`src/rtl/calc1_router_pkg.sv`:
```
// calc1 result router: shared constants, queue entry type and helpers.
// Response codes and the id-to-port mapping live here for all router files.
package calc1_router_pkg;

    localparam int RES_DATA_W = 32;
    localparam int NUM_PORTS  = 4;

    localparam logic [0:1] RESP_NONE = 2'b00;
    localparam logic [0:1] RESP_OK   = 2'b01;
    localparam logic [0:1] RESP_OVF  = 2'b10;
    localparam logic [0:1] RESP_INV  = 2'b11;

    typedef struct packed {
        logic [0:1]            id;
        logic [0:1]            resp;
        logic [0:RES_DATA_W-1] data;
    } res_entry_t;

    // Request id 00..11 selects requester port 1..4 (index 0..3).
    function automatic logic [1:0] id_to_port(input logic [0:1] id);
        return id;
    endfunction

endpackage

```
`src/rtl/calc1_result_router_if.sv`:
```
// calc1 result router bus: ALU result inputs and per-port response outputs.
// master = ALU/requester side, slave = router.
interface calc1_result_router_if #(
    parameter int DATA_W = 32,
    parameter int QDEPTH = 4
);
    localparam int CW = $clog2(QDEPTH) + 1;

    logic              alu1_out_vld;
    logic [0:1]        alu1_out_req_id;
    logic [0:1]        alu1_out_resp;
    logic [0:DATA_W-1] alu1_out_data;
    logic              alu2_out_vld;
    logic [0:1]        alu2_out_req_id;
    logic [0:1]        alu2_out_resp;
    logic [0:DATA_W-1] alu2_out_data;

    logic [0:1]        out_resp1;
    logic [0:1]        out_resp2;
    logic [0:1]        out_resp3;
    logic [0:1]        out_resp4;
    logic [0:DATA_W-1] out_data1;
    logic [0:DATA_W-1] out_data2;
    logic [0:DATA_W-1] out_data3;
    logic [0:DATA_W-1] out_data4;
    logic [0:CW-1]     pend_cnt;
    logic              router_overflow;
    logic              router_busy;

    modport master (
        output alu1_out_vld, alu1_out_req_id, alu1_out_resp, alu1_out_data,
        output alu2_out_vld, alu2_out_req_id, alu2_out_resp, alu2_out_data,
        input  out_resp1, out_resp2, out_resp3, out_resp4,
        input  out_data1, out_data2, out_data3, out_data4,
        input  pend_cnt, router_overflow, router_busy
    );

    modport slave (
        input  alu1_out_vld, alu1_out_req_id, alu1_out_resp, alu1_out_data,
        input  alu2_out_vld, alu2_out_req_id, alu2_out_resp, alu2_out_data,
        output out_resp1, out_resp2, out_resp3, out_resp4,
        output out_data1, out_data2, out_data3, out_data4,
        output pend_cnt, router_overflow, router_busy
    );

endinterface

```
`src/rtl/calc1_result_queue.sv`:
```
// Pending-result FIFO: two ordered pushes and one pop per cycle.
// Full/empty come from the count; pointers simply wrap modulo QDEPTH.
module calc1_result_queue
    import calc1_router_pkg::*;
#(
    parameter int QDEPTH = 4
) (
    input  logic                         clk,
    input  logic                         rst_n,
    input  logic                         push0,
    input  res_entry_t                   ent0,
    input  logic                         push1,
    input  res_entry_t                   ent1,
    input  logic                         pop,
    output logic [$clog2(QDEPTH):0]      count,
    output res_entry_t                   head
);
    localparam int AW = $clog2(QDEPTH);
    localparam int CW = AW + 1;

    res_entry_t    mem_q [QDEPTH];
    res_entry_t    mem_d [QDEPTH];
    logic [AW-1:0] wr_q, wr_d;
    logic [AW-1:0] rd_q, rd_d;
    logic [CW-1:0] cnt_q, cnt_d;
    logic          pop_ok;

    // Write entries in push order, advance pointers, update occupancy.
    always_comb begin
        mem_d  = mem_q;
        wr_d   = wr_q;
        rd_d   = rd_q;
        pop_ok = pop && (cnt_q != '0);
        if (push0) begin
            mem_d[wr_d] = ent0;
            wr_d        = wr_d + AW'(1);
        end
        if (push1) begin
            mem_d[wr_d] = ent1;
            wr_d        = wr_d + AW'(1);
        end
        if (pop_ok) begin
            rd_d = rd_q + AW'(1);
        end
        cnt_d = cnt_q + CW'(push0) + CW'(push1) - CW'(pop_ok);
    end

    // Storage, pointers and count; reset discards all pending entries.
    always_ff @(posedge clk or negedge rst_n) begin
        if (!rst_n) begin
            for (int i = 0; i < QDEPTH; i++) begin
                mem_q[i] <= '0;
            end
            wr_q  <= '0;
            rd_q  <= '0;
            cnt_q <= '0;
        end else begin
            mem_q <= mem_d;
            wr_q  <= wr_d;
            rd_q  <= rd_d;
            cnt_q <= cnt_d;
        end
    end

    assign count = cnt_q;
    assign head  = mem_q[rd_q];

endmodule

```
`src/rtl/calc1_result_router.sv`:
```
// calc1 return path: routes ALU1/ALU2 results to requester ports.
// Colliding results queue up; per-port order follows completion order.
module calc1_result_router
    import calc1_router_pkg::*;
#(
    parameter int DATA_W = 32,
    parameter int QDEPTH = 4
) (
    input  logic                  c_clk,
    input  logic                  reset_n,
    calc1_result_router_if.slave  bus
);
    localparam int CW = $clog2(QDEPTH) + 1;

    res_entry_t        ent1, ent2, head;
    logic [CW-1:0]     cnt;
    logic [CW-1:0]     free;
    logic [1:0]        p1, p2, pp;
    logic              pop, v1, v2, dir1, dir2;
    logic              enq1, enq2, acc1, acc2, drop;
    logic [CW-1:0]     pcnt_q [NUM_PORTS];
    logic [CW-1:0]     pcnt_d [NUM_PORTS];
    logic [0:1]        resp_q [NUM_PORTS];
    logic [0:1]        resp_d [NUM_PORTS];
    logic [0:DATA_W-1] data_q [NUM_PORTS];
    logic [0:DATA_W-1] data_d [NUM_PORTS];
    logic              ovf_q, ovf_d;

    // Resolve pop, direct paths and enqueues in fixed priority order.
    always_comb begin
        ent1.id   = bus.alu1_out_req_id;
        ent1.resp = bus.alu1_out_resp;
        ent1.data = bus.alu1_out_data;
        ent2.id   = bus.alu2_out_req_id;
        ent2.resp = bus.alu2_out_resp;
        ent2.data = bus.alu2_out_data;
        p1   = id_to_port(ent1.id);
        p2   = id_to_port(ent2.id);
        pp   = id_to_port(head.id);
        pop  = (cnt != '0);
        v1   = bus.alu1_out_vld && (ent1.resp != RESP_NONE);
        v2   = bus.alu2_out_vld && (ent2.resp != RESP_NONE);
        dir1 = v1 && !(pop && pp == p1) && (pcnt_q[p1] == '0);
        enq1 = v1 && !dir1;
        dir2 = v2 && !(pop && pp == p2) && !(dir1 && p1 == p2)
               && (pcnt_q[p2] == '0);
        enq2 = v2 && !dir2;
        free = CW'(QDEPTH) - cnt + CW'(pop);
        acc1 = enq1 && (free != '0);
        acc2 = enq2 && (free > CW'(acc1));
        drop = (enq1 && !acc1) || (enq2 && !acc2);
    end

    // Next per-port outputs, pending counters and sticky overflow.
    always_comb begin
        ovf_d = ovf_q | drop;
        for (int p = 0; p < NUM_PORTS; p++) begin
            resp_d[p] = RESP_NONE;
            data_d[p] = '0;
            pcnt_d[p] = pcnt_q[p]
                      + CW'(acc1 && p1 == 2'(p))
                      + CW'(acc2 && p2 == 2'(p))
                      - CW'(pop && pp == 2'(p));
        end
        if (pop) begin
            resp_d[pp] = head.resp;
            data_d[pp] = head.data;
        end
        if (dir1) begin
            resp_d[p1] = ent1.resp;
            data_d[p1] = ent1.data;
        end
        if (dir2) begin
            resp_d[p2] = ent2.resp;
            data_d[p2] = ent2.data;
        end
    end

    // Registered outputs and counters, cleared asynchronously.
    always_ff @(posedge c_clk or negedge reset_n) begin
        if (!reset_n) begin
            for (int p = 0; p < NUM_PORTS; p++) begin
                resp_q[p] <= RESP_NONE;
                data_q[p] <= '0;
                pcnt_q[p] <= '0;
            end
            ovf_q <= 1'b0;
        end else begin
            resp_q <= resp_d;
            data_q <= data_d;
            pcnt_q <= pcnt_d;
            ovf_q  <= ovf_d;
        end
    end

    calc1_result_queue #(
        .QDEPTH (QDEPTH)
    ) u_queue (
        .clk   (c_clk),
        .rst_n (reset_n),
        .push0 (acc1),
        .ent0  (ent1),
        .push1 (acc2),
        .ent1  (ent2),
        .pop   (pop),
        .count (cnt),
        .head  (head)
    );

    assign bus.out_resp1       = resp_q[0];
    assign bus.out_resp2       = resp_q[1];
    assign bus.out_resp3       = resp_q[2];
    assign bus.out_resp4       = resp_q[3];
    assign bus.out_data1       = data_q[0];
    assign bus.out_data2       = data_q[1];
    assign bus.out_data3       = data_q[2];
    assign bus.out_data4       = data_q[3];
    assign bus.pend_cnt        = cnt;
    assign bus.router_overflow = ovf_q;
    assign bus.router_busy     = (cnt != '0);

endmodule

```
`src/flat_wrapper.sv`:
```
// flat-port wrapper written by rule: the top's interface ports become plain ports
module calc1_result_router_flat import calc1_router_pkg::*;
#(
    parameter int DATA_W = 32,
    parameter int QDEPTH = 4
)
  (c_clk, reset_n, bus_alu1_out_vld, bus_alu1_out_req_id, bus_alu1_out_resp, bus_alu1_out_data, bus_alu2_out_vld, bus_alu2_out_req_id, bus_alu2_out_resp, bus_alu2_out_data, bus_out_resp1, bus_out_resp2, bus_out_resp3, bus_out_resp4, bus_out_data1, bus_out_data2, bus_out_data3, bus_out_data4, bus_pend_cnt, bus_router_overflow, bus_router_busy);
  calc1_result_router_if #(.DATA_W(DATA_W), .QDEPTH(QDEPTH)) bus_i ();
  input  logic c_clk;
  input  logic reset_n;
  input wire logic [$bits(bus_i.alu1_out_vld)-1:0] bus_alu1_out_vld;
  input wire logic [$bits(bus_i.alu1_out_req_id)-1:0] bus_alu1_out_req_id;
  input wire logic [$bits(bus_i.alu1_out_resp)-1:0] bus_alu1_out_resp;
  input wire logic [$bits(bus_i.alu1_out_data)-1:0] bus_alu1_out_data;
  input wire logic [$bits(bus_i.alu2_out_vld)-1:0] bus_alu2_out_vld;
  input wire logic [$bits(bus_i.alu2_out_req_id)-1:0] bus_alu2_out_req_id;
  input wire logic [$bits(bus_i.alu2_out_resp)-1:0] bus_alu2_out_resp;
  input wire logic [$bits(bus_i.alu2_out_data)-1:0] bus_alu2_out_data;
  output wire logic [$bits(bus_i.out_resp1)-1:0] bus_out_resp1;
  output wire logic [$bits(bus_i.out_resp2)-1:0] bus_out_resp2;
  output wire logic [$bits(bus_i.out_resp3)-1:0] bus_out_resp3;
  output wire logic [$bits(bus_i.out_resp4)-1:0] bus_out_resp4;
  output wire logic [$bits(bus_i.out_data1)-1:0] bus_out_data1;
  output wire logic [$bits(bus_i.out_data2)-1:0] bus_out_data2;
  output wire logic [$bits(bus_i.out_data3)-1:0] bus_out_data3;
  output wire logic [$bits(bus_i.out_data4)-1:0] bus_out_data4;
  output wire logic [$bits(bus_i.pend_cnt)-1:0] bus_pend_cnt;
  output wire logic [$bits(bus_i.router_overflow)-1:0] bus_router_overflow;
  output wire logic [$bits(bus_i.router_busy)-1:0] bus_router_busy;
  assign bus_i.alu1_out_vld = bus_alu1_out_vld;
  assign bus_i.alu1_out_req_id = bus_alu1_out_req_id;
  assign bus_i.alu1_out_resp = bus_alu1_out_resp;
  assign bus_i.alu1_out_data = bus_alu1_out_data;
  assign bus_i.alu2_out_vld = bus_alu2_out_vld;
  assign bus_i.alu2_out_req_id = bus_alu2_out_req_id;
  assign bus_i.alu2_out_resp = bus_alu2_out_resp;
  assign bus_i.alu2_out_data = bus_alu2_out_data;
  assign bus_out_resp1 = bus_i.out_resp1;
  assign bus_out_resp2 = bus_i.out_resp2;
  assign bus_out_resp3 = bus_i.out_resp3;
  assign bus_out_resp4 = bus_i.out_resp4;
  assign bus_out_data1 = bus_i.out_data1;
  assign bus_out_data2 = bus_i.out_data2;
  assign bus_out_data3 = bus_i.out_data3;
  assign bus_out_data4 = bus_i.out_data4;
  assign bus_pend_cnt = bus_i.pend_cnt;
  assign bus_router_overflow = bus_i.router_overflow;
  assign bus_router_busy = bus_i.router_busy;
  calc1_result_router #(.DATA_W(DATA_W), .QDEPTH(QDEPTH)) u_core (.c_clk(c_clk), .reset_n(reset_n), .bus(bus_i));
endmodule
```
`config.mk`:
```
export PLATFORM = sky130hd
export DESIGN_NAME = calc1_result_router_flat
export DESIGN_NICKNAME = d
export VERILOG_FILES = /design/src/rtl/calc1_router_pkg.sv /design/src/rtl/calc1_result_router_if.sv /design/src/rtl/calc1_result_queue.sv /design/src/rtl/calc1_result_router.sv /design/src/flat_wrapper.sv
export SDC_FILE = /design/constraint.sdc
export NUM_CORES = 1
export LEC_CHECK = 0
export ABC_AREA = 1
export CAP_MARGIN = 20
export CORE_MARGIN = 8
export CORE_UTILIZATION = 40
export CTS_BUF_LIST = sky130_fd_sc_hd__clkbuf_8
export CTS_CLUSTER_DIAMETER = 200
export DETAILED_ROUTE_END_ITERATION = 7
export SYNTH_ARGS = -nofsm -noshare
export SYNTH_HDL_FRONTEND = slang
export SYNTH_SLANG_ARGS = --single-unit
```
`constraint.sdc`:
```
create_clock -name c_clk -period 4.6 [get_ports c_clk]
set_input_delay 0.46 -clock c_clk [delete_from_list [all_inputs] [get_ports c_clk]]
set_output_delay 0.46 -clock c_clk [all_outputs]
set_load 0.02 [all_outputs]
```
### Word-level counts from Yosys, hierarchy flattened

Cells that the tools add are included.

* flip-flop bits (word level): 300
* input port bits: 76
* output and inout bits: 141
* logic and storage cells: 172

* add/subtract/negate cells: 20
* order comparisons: 12
* equal/unequal tests: 12
* mux-type cells: 41
* bitwise operators: 9
* reductions and logical operators: 50

Operators by type and width (count)
* $mux 128: 3
* $bwmux 144: 2
* $mux 144: 2
* $bwmux 128: 2
* $demux 32 s2: 3
* $demux 36 s2: 2
* $mux 36: 4
* $and 128x128->128: 1
* $mux 32: 3
* $bmux 36 s2: 1
* $add 3x1->3: 11
* $logic_and 1x1->1: 33
* $mux 8: 3
* $ge 3x3->1 const B: 6
* $not 2->3: 6
* $bwmux 8: 2
* $lt 3x1->1 const B: 5
* $sub 3x1->3: 5
* $bmux 3 s2: 2
* $demux 2 s2: 3
* $eq 2x2->1 const B: 6
* $mux 3: 4
* $mux 2: 5
* $and 8x8->8: 1
* 12 further kinds: 29

### Longest topological paths before layout

* depth in word-level cells: 20
* mapped depth: 25
* mapped depth without buffers: 22

### Cells and area by module

From an unflattened synthesis, not the netlist that was laid out.

* cells, all modules: 2572
* area total of the unflattened synthesis: 18230.0 um^2

By module, submodules not included
* calc1_result_queue: instances 1, cells an instance 1373, area an instance 9330.2 um^2, seq. area each 3778.6 um^2
* calc1_result_router: instances 1, cells an instance 1199, area an instance 8899.8 um^2, seq. area each 3728.6 um^2

### Worst setup path before layout

OpenSTA, ideal clock, no wires.

* path type: register to register
* start: reg u_core.u_queue.cnt_q[0], in the netlist u_core.u_queue.count[0]
* end: reg u_core.u_queue.cnt_q[2], in the netlist u_core.u_queue.count[2]
* library setup time: 0.131 ns
* arrival time: 4.989 ns
* required time: 4.469 ns
* setup slack: -0.520 ns
* stages on the path, launching flop included: 24
* path buffers: 3
* clock period less this slack: 5.120 ns
* cell sequence: dfrtp_1 inv_1 nand3_1 inv_2 ha_1 inv_1 ha_1 nor2_1 a21boi_0 nand2_1 nand3_4 buf_4 buf_2 inv_1 ha_1 o21ai_2 clkbuf_1 nand2_1 ha_1 fa_1 inv_1 fa_1 xnor2_1 xor2_1

* word-level cells in the longest chain between the ends: 14
* elaborated cells between the ends (all ways): 25
* those cells by class: add/sub: 5; order compare: 1; reduce/logical: 19

RTL lines
* from (decl): line calc1_result_queue.sv:25 `logic [CW-1:0] cnt_q, cnt_d;`
* from (signal assigned): line calc1_result_queue.sv:61 `cnt_q <= cnt_d;`
* $reduce_bool 3->1 *
* named net bus_router_busy: line flat_wrapper.sv:29 `output wire logic [$bits(bus_i.router_busy)-1:0] bus_router_busy;`
* branches (longest 12 deep; another with $add 3x1->3)
* $sub 3x1->3 *: line calc1_result_queue.sv:45 `cnt_d = cnt_q + CW'(push0) + CW'(push1) - CW'(pop_ok);`
* named net u_core.u_queue.cnt_d[2]: line calc1_result_queue.sv:25

Mark *: on every way through the listed nets, which the timed path passes.
A chain may end at the register's enable or synchronous reset.

### Worst setup path in the final report

* start: reg u_core.u_queue.cnt_q[0], in the netlist u_core.u_queue.count[0]
* end: reg u_core.u_queue.cnt_q[2], in the netlist u_core.u_queue.count[2]

* word-level cells in the longest chain between the ends: 14
* elaborated cells between the ends (all ways): 25
* those cells by class: add/sub: 5; order compare: 1; reduce/logical: 19

RTL lines (line)
* branches (longest 13 deep; another with $sub 3x3->3)
* $sub 3x1->3 *: calc1_result_queue.sv:45
* named net u_core.u_queue.cnt_d[2]: calc1_result_queue.sv:25

Marks and branches as above.

==> results.yml <==
setup_path:
  cp-end-kind: "flip-flop"
  criticalPathCategory: "flip-flop to flip-flop"
  rr_startpoint: "u_core.u_queue.count[0]"
  cp_data_arrival_time_ps: 4810
  critPathMaxStageDelay_ps: 410
  cp-start-kind: "flip-flop"
  crit_start: "u_core.u_queue.count[0]"
  worstPathMaxFanout: 7
  crit_slowest_cell: "dfrtp_1"
  r2r_setup_slack_ps: 360
  worstPathCellList: "inv_1, nand3_4, inv_2, ha_1, inv_1, ha_1, nor2_1, a21boi_2, nand2_1, nand3_4, inv_1, ha_1, o21ai_4, nand2_1, ha_1, fa_1, inv_1, fa_1, xnor2_1, xor2_1"
  cp_data_required_time_ps: 5170
finish:
  final_area_um2: 22100
  fillers: 4556
  drive_gt1_share_pct: 6.81
  utilization_pct: 47.8
  nets: 2715
  layout.cells.non_filler: 3265
  antenna_cells: 0
  area_growth_pct: 18.7
worst_hold_path:
  min_path_type: "input port to async pin"
logic_synthesis:
  seq_area_frac_synth_pct: 40.4
  syn_nets: 2619
  synth_cell_type_count: 37
  synth_top_family_by_area: "simple AND/OR/NAND/NOR gates"
  yosys.area_share.simple_pct: 29.6
  ys_seq_elements: 300
  avgSynthCellArea_um2: 7.38
  synth_warnings: 0
  synthAdderAreaFrac_pct: 2.16
  syn_inst: 2517
  synth.area.mux_share_pct: 7.65
  synth_xor_area_share_pct: 0.613
  synth_compound_area_share_pct: 10.9
  syn_area_um2: 18600
placed_design:
  gp_congestion: 0.843
  placed_area_um2: 20900
  placedCellCount: 3161
  place_hpwl_um: 37800
  io_buffers: 216
clocking:
  clkSinkCount: 300
  cts_tree: "done"
  root_buffer: "clkbuf_8"
  cts.path.max_buffers: 3
  postCtsSetupRepairBufs: 0
  clkLatencyLatePin_ps: 650
  cts_made_buffers: 56
  path_clk_slew_ps: 60
  ctsHtreeMaxLevel: 2
pwr:
  powerDensity_nw_per_um2: 740
  ir_worst_vdd_mv: 0.755
  finalPower_mw: 16.3
  p_leak_nw: 11.2
drt:
  viasPerCell: 5.35
  wl_um: 62500
  first_pass_iters: 8
  drt_iter0_drc: 1858
  wl_per_cell_um: 19.1
  ant_nets: 0
  via_count: 17500
  drcViolationCount: 0
global_routing:
  grt_usage_pct: 22.7
  grt_pass1_vias: 17000
  use_met1_pct: 30.7
  use_met2_pct: 36.6
  overflow: 0
  busiest_layer: "met2"
  use_met3_pct: 4.57
  grt_pass1_wl_um: 98400
  grt_antenna_before_repair: 2
  grt_max_degree: 290
sta:
  relSlewSlack_pct: 2.28
  skew_ps: 19.7
  fin_crit_sh_pct: 92.2
  finalCriticalPeriod_ps: 4240
  grt_setup_unrepaired: "false"
  tns_ps: 0
  max_clock_freq_mhz: 236
  setup_viol: 0
  finalMaxSlewViolations: 0
  worst_pin_slew_ps: 1470
  hold_viol: 0
die:
  ios: 217
  chipWidth_um: 231
  initial_core_util_pct: 40.2
  row_count: 79
  die-area_um2: 53600
  die_h_um: 231
  design.core.area_um2: 46200
flow_run:
  cap_violations: 0
status:
  status: "complete, no violations"
## layout make-up
type | instances | area [um^2] | area share (%)
sequential | 300 | 7510 | 34.1
clock buffer | 72 | 991 | 4.49
multi-input combinational | 1875 | 9580 | 43.4
inverter | 119 | 447 | 2.03
clock inverter | 31 | 139 | 0.630
tap | 607 | 759 | 3.44
timing repair buffer | 261 | 2630 | 11.9
## synthesized netlist by cell type, drive strengths merged
library cell / instances / share of area, %
a21boi: 1 / 0.040
a21oi: 4 / 0.13
a31oi: 1 / 0.034
buf: 116 / 4.0
clkbuf: 107 / 2.3
dfrtp: 300 / 40
fa: 10 / 1.1
ha: 16 / 1.1
inv: 119 / 2.4
mux2i: 142 / 7.7
nand2: 1037 / 21
nand3: 15 / 0.54
nand3b: 1 / 0.040
nand4: 151 / 5.4
nor2: 90 / 2.0
nor3: 8 / 0.47
o21ai: 352 / 9.5
o22ai: 34 / 1.1
xnor2: 5 / 0.24
xor2: 8 / 0.38
## power by group
group,internal [mW],switching (mW)
logic,3.29,6.11
registers,3.69,0.604
clock network,1.40,1.23
## logic make-up (layout without fill, tap and decap cells)
group | Yosys count | in the layout
AO/OA/AOI/OAI | 392 | 392
XOR/XNOR | 13 | 13
adder cells (fa/ha/maj) | 26 | 26
buffers and inverters | 342 | 483
flip-flops | 300 | 300
multiplexers | 142 | 142
AND/OR/NAND/NOR | 1302 | 1302
## cells in the final DEF, fill, tap and decap left out, types with 8 or more instances in the layout
cell type,synthesis,layout
buf_12,0,10
clkdlybuf4s50_1,0,215
inv_1,113,129
fa_1,10,10
clkbuf_8,0,72
nand3_1,13,12
o21ai_0,206,206
xor2_1,8,8
buf_4,19,34
clkinv_2,0,12
nand2_2,6,8
o21ai_1,145,145
o22ai_1,34,34
nand4_1,147,147
ha_1,16,8
nor2_1,85,84
mux2i_1,142,142
dfrtp_1,300,298
nand2_1,1029,1027
## routing by layer
layer / vias up / routed length (um)
li1: 8397 / -
met2: 678 / 29000
met3: 98 / 4700
met5: - / 23
met4: 4 / 1190
met1: 8305 / 27600
## per-stage QoR
stage	worst slack [ps]	hold slack, ps
finish	360	432
global route	19.5	485
CTS	311	453
detailed placement	236	462
global placement	413	469
floorplan	1.13	164
## sequential cells by signal, indices dropped and copies added (netlist names), 3 cells and up
signal,count
u_core.bus.out_data3,32
u_core.bus.out_data1,32
u_core.bus.out_data2,32
u_core.bus.out_data4,32
u_core.u_queue.count,3
u_core.pcnt_q,12
u_core.u_queue.mem_q,144
## final timing paths
check,endpoint,depth (start not counted)
min in group c_clk,u_core.bus.router_overflow,1
worst min register to register,u_core.bus.router_overflow,1
worst min-delay path,u_core.u_queue.count[2],2
max in group asynchronous,u_core.bus.out_data2[14],3
worst max register to register,u_core.u_queue.count[2],20
worst max-delay path,u_core.u_queue.count[2],20
## timing repair
item                                    in CTS  in global routing
endpoints found under the setup margin       0                  0
hold buffers                                 1                  0
gates resized for setup                      0                  0
hold endpoints to repair                    91                  0
## worst max-delay path: cells and delay by family, from the launching register on
family | cells | cell delay [ps]
compound gates | 2 | 470
xor+xnor | 2 | 350
fa+ha+maj | 6 | 1680
buf+inv | 5 | 580
flops | 1 | 410
simple gates | 5 | 660
Power figures use the tool's default switching activity.
